--- src/rtl/fifo_pkg.sv ---
// ============================================================================
// fifo_pkg : shared defaults and helpers for the synchronous FIFO controller
// Rev 1.0
// ============================================================================
`default_nettype none

package fifo_pkg;

   localparam int FIFO_DEPTH_DEF = 16;
   localparam int FIFO_WIDTH_DEF = 32;

   // Ceiling log2, usable in parameter defaults; returns 0 for values <= 1.
   function automatic int clog2(input int value);
      int result;
      result = 0;
      for (int v = value - 1; v > 0; v = v >> 1) begin
         result = result + 1;
      end
      return result;
   endfunction

endpackage

`default_nettype wire

--- src/rtl/ram_top.sv ---
// ============================================================================
// ram_top : simple dual-port RAM, one write port, one registered read port
// Rev 1.0
// ============================================================================
`default_nettype none

module ram_top
   import fifo_pkg::*;
#(
   parameter int DEPTH = FIFO_DEPTH_DEF,
   parameter int WIDTH = FIFO_WIDTH_DEF,
   parameter int AW    = clog2(DEPTH)
) (
   input  logic             clk_i,
   input  logic             rst_ni,
   input  logic             wr_i,
   input  logic [AW-1:0]    waddr_i,
   input  logic [WIDTH-1:0] wdata_i,
   input  logic             rd_i,
   input  logic [AW-1:0]    raddr_i,
   output logic [WIDTH-1:0] rdata_o
);

   logic [WIDTH-1:0] mem_q [DEPTH];
   logic [WIDTH-1:0] rdata_q;

   always_ff @(posedge clk_i) begin
      if (wr_i) begin
         mem_q[waddr_i] <= wdata_i;
      end
   end

   // Only the output register is reset; array contents are don't-care until written.
   always_ff @(posedge clk_i or negedge rst_ni) begin
      if (!rst_ni) begin
         rdata_q <= '0;
      end else if (rd_i) begin
         rdata_q <= mem_q[raddr_i];
      end
   end

   assign rdata_o = rdata_q;

endmodule

`default_nettype wire

--- src/rtl/sync_fifo_ctrl.sv ---
// ============================================================================
// sync_fifo_ctrl : single-clock FIFO controller around ram_top with
//                  occupancy flags and sticky overflow/underflow
// Rev 1.0
// ============================================================================
`default_nettype none

module sync_fifo_ctrl
   import fifo_pkg::*;
#(
   parameter int DEPTH  = FIFO_DEPTH_DEF,
   parameter int WIDTH  = FIFO_WIDTH_DEF,
   parameter int ADDR_W = clog2(DEPTH),
   parameter int AFULL  = DEPTH - 2
) (
   input  logic              i_sys_clk,
   input  logic              i_rst_n,
   input  logic              i_clr,
   input  logic              i_push,
   input  logic [WIDTH-1:0]  i_push_data,
   input  logic              i_pop,
   output logic [WIDTH-1:0]  o_rd_data,
   output logic              o_rd_valid,
   output logic              o_full,
   output logic              o_empty,
   output logic              o_afull,
   output logic [ADDR_W:0]   o_count,
   output logic              o_ovf,
   output logic              o_udf
);

   localparam int             RAM_AW  = clog2(DEPTH);
   localparam logic [ADDR_W:0] DEPTH_C = (ADDR_W+1)'(DEPTH);
   localparam logic [ADDR_W:0] AFULL_C = (ADDR_W+1)'(AFULL);

   logic [ADDR_W-1:0] wr_ptr_q, wr_ptr_d;
   logic [ADDR_W-1:0] rd_ptr_q, rd_ptr_d;
   logic [ADDR_W:0]   count_q,  count_d;
   logic              ovf_q,    ovf_d;
   logic              udf_q,    udf_d;
   logic              rd_valid_q, rd_valid_d;

   logic              full;
   logic              empty;
   logic              push_ok;
   logic              pop_ok;

   assign full    = (count_q == DEPTH_C);
   assign empty   = (count_q == '0);

   // A flush wins over any request in the same cycle.
   assign push_ok = i_push & ~full  & ~i_clr;
   assign pop_ok  = i_pop  & ~empty & ~i_clr;

   always_comb begin
      wr_ptr_d   = wr_ptr_q;
      rd_ptr_d   = rd_ptr_q;
      count_d    = count_q;
      ovf_d      = ovf_q;
      udf_d      = udf_q;
      rd_valid_d = pop_ok;

      if (i_clr) begin
         wr_ptr_d = '0;
         rd_ptr_d = '0;
         count_d  = '0;
         ovf_d    = 1'b0;
         udf_d    = 1'b0;
      end else begin
         if (push_ok) begin
            wr_ptr_d = wr_ptr_q + 1'b1;
         end
         if (pop_ok) begin
            rd_ptr_d = rd_ptr_q + 1'b1;
         end
         if (push_ok && !pop_ok) begin
            count_d = count_q + 1'b1;
         end else if (pop_ok && !push_ok) begin
            count_d = count_q - 1'b1;
         end
         if (i_push && full) begin
            ovf_d = 1'b1;
         end
         if (i_pop && empty) begin
            udf_d = 1'b1;
         end
      end
   end

   always_ff @(posedge i_sys_clk or negedge i_rst_n) begin
      if (!i_rst_n) begin
         wr_ptr_q   <= '0;
         rd_ptr_q   <= '0;
         count_q    <= '0;
         ovf_q      <= 1'b0;
         udf_q      <= 1'b0;
         rd_valid_q <= 1'b0;
      end else begin
         wr_ptr_q   <= wr_ptr_d;
         rd_ptr_q   <= rd_ptr_d;
         count_q    <= count_d;
         ovf_q      <= ovf_d;
         udf_q      <= udf_d;
         rd_valid_q <= rd_valid_d;
      end
   end

   ram_top #(
      .DEPTH (DEPTH),
      .WIDTH (WIDTH),
      .AW    (RAM_AW)
   ) u_ram (
      .clk_i   (i_sys_clk),
      .rst_ni  (i_rst_n),
      .wr_i    (push_ok),
      .waddr_i (RAM_AW'(wr_ptr_q)),
      .wdata_i (i_push_data),
      .rd_i    (pop_ok),
      .raddr_i (RAM_AW'(rd_ptr_q)),
      .rdata_o (o_rd_data)
   );

   assign o_rd_valid = rd_valid_q;
   assign o_full     = full;
   assign o_empty    = empty;
   assign o_afull    = (count_q >= AFULL_C);
   assign o_count    = count_q;
   assign o_ovf      = ovf_q;
   assign o_udf      = udf_q;

endmodule

`default_nettype wire

--- config.mk ---
export PLATFORM = sky130hd
export DESIGN_NAME = sync_fifo_ctrl
export DESIGN_NICKNAME = d
export VERILOG_FILES = /design/src/rtl/fifo_pkg.sv /design/src/rtl/ram_top.sv /design/src/rtl/sync_fifo_ctrl.sv
export SDC_FILE = /design/constraint.sdc
export NUM_CORES = 1
export LEC_CHECK = 0
export BUFFER_PORTS_ARGS = -buffer_cell sky130_fd_sc_hd__buf_4
export CAP_MARGIN = 5
export CORE_ASPECT_RATIO = 0.6
export CORE_UTILIZATION = 40
export CTS_CLUSTER_SIZE = 16
export DETAILED_ROUTE_END_ITERATION = 10
export MAX_ROUTING_LAYER = met4
export SYNTH_ARGS = -nofsm -noshare
export SYNTH_HDL_FRONTEND = slang
export SYNTH_SLANG_ARGS = --single-unit
--- constraint.sdc ---
create_clock -name i_sys_clk -period 3.6 [get_ports i_sys_clk]
set_input_delay 0.18 -clock i_sys_clk [delete_from_list [all_inputs] [get_ports i_sys_clk]]
set_output_delay 0.18 -clock i_sys_clk [all_outputs]
set_load 0.02 [all_outputs]
==> flow_metrics.py <==
metrics = {
    "outcome": {
        "status": "finished, final reports clean",
    },
    "setup_path": {
        "crit_path_max_fanout": 7,
        "cp.required_ns": 4.05,
        "cp-end-kind": "flip-flop",
        "arrival_ns": 3.40,
        "timing.rr.end": "o_count[4]",
        "reg2reg_slack_ns": 0.65,
        "reg2reg_depth": 9,
        "rr_startpoint": "o_count[1]",
        "crit_type": "reg -> reg",
        "cp-start-kind": "flip-flop",
    },
    "global_route": {
        "grt_usage_pct": 18.3,
        "overflow": 0,
        "met2_usage_pct": 27.8,
        "grt_pass1_wl_um": 71400,
        "grtUsageMet3_pct": 2.73,
        "antenna_found_initial": 3,
        "busiest_layer": "met2",
        "grt_pass1_vias": 10600,
        "grt_max_degree": 49,
        "use_met1_pct": 26.7,
    },
    "floorplanning": {
        "num_rows": 65,
        "dieArea_mm2": 0.0551,
        "core_mm2": 0.0529,
        "fp.dieH_um": 182,
        "initial_core_util_pct": 40.9,
        "num_io_pins": 80,
        "fp.dieW_um": 302,
    },
    "clock_tree": {
        "post_cts_resized": 0,
        "cts_buffer_depth": 3,
        "cts_buffers": 50,
        "h-tree-depth": 2,
        "clkTransAtPathRegs_ns": 0.07,
        "ctsHoldBuffers": 38,
        "cts_num_sinks": 560,
        "clock_latency_ns": 0.58,
        "cts_root_buffer": "clkbuf_16",
        "cts_tree": "built",
        "post_cts_buffers": 0,
    },
    "finish": {
        "drive_gt1_share_pct": 32.0,
        "final_cells": 1864,
        "layout.nets": 1164,
        "final_core_util_pct": 47.9,
        "area_growth_pct": 17.1,
    },
    "timing": {
        "finalSetupViolCount": 0,
        "skew_ns": 0.0144,
        "hold_slack_ns": 0.295,
        "min_period_ns": 2.95,
        "grt_setup_unrepaired": "no",
        "relSlewSlack_pct": 37.4,
        "hold_viol_final": 0,
        "tightest_slew_ns": 0.938,
        "fin_crit_sh_pct": 82.0,
        "fin_tns_setup_ns": 0,
        "drv_slew": 0,
        "fmaxAchievable_mhz": 339,
    },
    "pwr": {
        "ir_drop_v": 0.000406,
        "power_density_mw_per_mm2": 595,
        "p_leak_nw": 7.97,
    },
    "drt": {
        "drcViolationCount": 0,
        "antenna_left": 0,
        "drt_wl_total_um": 48000,
        "vias": 10100,
        "avgViaCountPerCell": 5.44,
        "dr.pass1.iters": 4,
        "drt_iter0_markers": 1061,
        "wl_per_cell_um": 25.8,
    },
    "placed_design": {
        "io_buffers": 79,
        "globalplace.congestion": 0.745,
        "place_inst": 1730,
        "dp_hpwl_um": 25000,
    },
    "hold_path": {
        "hp-class": "in -> async",
    },
    "synth": {
        "syn-num-nets": 1016,
        "ys_top_cells_by_area": "edfxtp_1 (71%), mux4_2 (13%), dfrtp_1 (5.6%)",
        "yosysSeqAreaShare_pct": 76.6,
        "syn_area_mm2": 0.0216,
        "yosysTopAreaCell": "edfxtp_1",
        "synth_top_area_share_pct": 71.1,
        "ys_types": 44,
        "synthCells": 969,
        "syn_area_per_cell_um2": 22.3,
        "yosysWarnings": 0,
        "synth_seq_cells": 560,
    },
    "run": {
        "maxCapViolations": 0,
    },
}
[how the worst max path moves through the flow]
stage / endpoint / cells after the start / slack, ns / from
after floorplan: u_ram.mem_q[15][0] / 5 / 0.58 / o_count[1]
after global placement: o_count[4] / 9 / 0.69 / o_count[1]
after detailed placement: o_count[4] / 9 / 0.67 / o_count[1]
after CTS: o_count[4] / 9 / 0.65 / o_count[1]
after global routing: o_count[4] / 9 / 0.45 / o_count[1]
final: o_count[4] / 9 / 0.65 / o_count[1]
[critical path, stage by stage, from the launching register on]
cell      delay [ns]
dfrtp_1         0.47
or4_4           0.61
o21ai_2         0.21
nand3b_1        0.23
fa_1            0.47
a21o_1          0.19
a21o_1          0.18
nor3_1          0.19
o21ai_0         0.13
nor3b_1         0.16
[cells in the mapped netlist, drive strengths merged]
cell type and count:
or2 1, nand4 2, nand2 46, clkbuf 18
xor2 4, a21boi 1, nor3 3, nor3b 1
o21ai 3, nor4 1, xnor2 4, a31o 1
dfrtp 48, a31oi 1, and2 1, buf 34
o221ai 32, nand3b 2, fa 1, a21o 3
a21oi 5, o21a 1, inv 3, mux4 128
or3b 1, nor2 28, ha 9, nand2b 2
or3 2, nand3 2, and3 1, edfxtp 512
mux2i 65, or4 1, o31ai 2
[cells by family (layout without fill, tap and decap cells)]
logic type / count (synthesis) / count (layout) / synth area share, %
flops: 560 / 560 / 76.6
mux: 193 / 193 / 16.3
simple gates: 94 / 94 / 1.97
buf+inv: 55 / 244 / 1.43
compound gates: 49 / 49 / 2.71
fa+ha+maj: 10 / 10 / 0.613
xor+xnor: 8 / 8 / 0.324
other cells: 0 / 3 / 0
[cell type report]
class	count	area, µm²
antenna	3	7.51
clock buffer	66	1360
fill	4263	27600
multi-input combinational	354	4870
sequential	560	16600
inverter	3	13.8
clock inverter	27	285
timing repair buffer	148	1330
tap	703	880
[routing by layer]
metal,vias up,part of all wire (%)
met4,0,1.2
met5,-,0
met1,5534,47
met3,52,4.3
met2,215,47
li1,4347,-
[state kept, by name, indices dropped and copies added, names as in the netlist]
register	count
o_rd_valid	1
o_ovf	1
o_udf	1
rd_ptr_q	4
u_ram.rdata_o	32
wr_ptr_q	4
o_count	5
u_ram.mem_q	512
[cell usage in the layout, fill, tap and decap left out, types with 3 or more instances in the layout]
cell	Yosys	final
inv_6	0	4
xor2_1	4	4
clkbuf_16	0	50
nor3_1	3	3
mux2i_1	65	65
a21o_1	3	3
edfxtp_1	512	512
dfrtp_4	0	3
mux4_2	128	128
clkbuf_8	0	5
bufinv_16	0	5
clkbuf_1	18	11
buf_4	3	100
a21oi_1	5	5
ha_1	9	9
clkinv_2	0	6
dlygate4sd3_1	0	38
nand2_1	45	45
dfrtp_1	48	45
buf_12	3	10
nor2_4	0	16
xnor2_1	4	4
diode_2	0	3
clkinv_1	0	8
o221ai_2	30	30
nor2_1	28	12
[per-stage QoR]
step	worst slack [ns]	area, µm²	total power, mW
finish	0.648	25300	15.1
global route	0.452	25300	15.6
CTS	0.651	25300	15.2
detailed placement	0.665	23300	9.82
global placement	0.686	23300	9.80
floorplan	0.582	21600	8.96
[where the power goes]
| part | total, mW | switching, mW | internal, mW |
|---|---|---|---|
| sequential | 7.69 | 0.301 | 7.39 |
| clock | 5.39 | 2.35 | 3.04 |
| combinational | 1.99 | 1.11 | 0.876 |
Note: power is estimated with default switching activity, not from simulation.
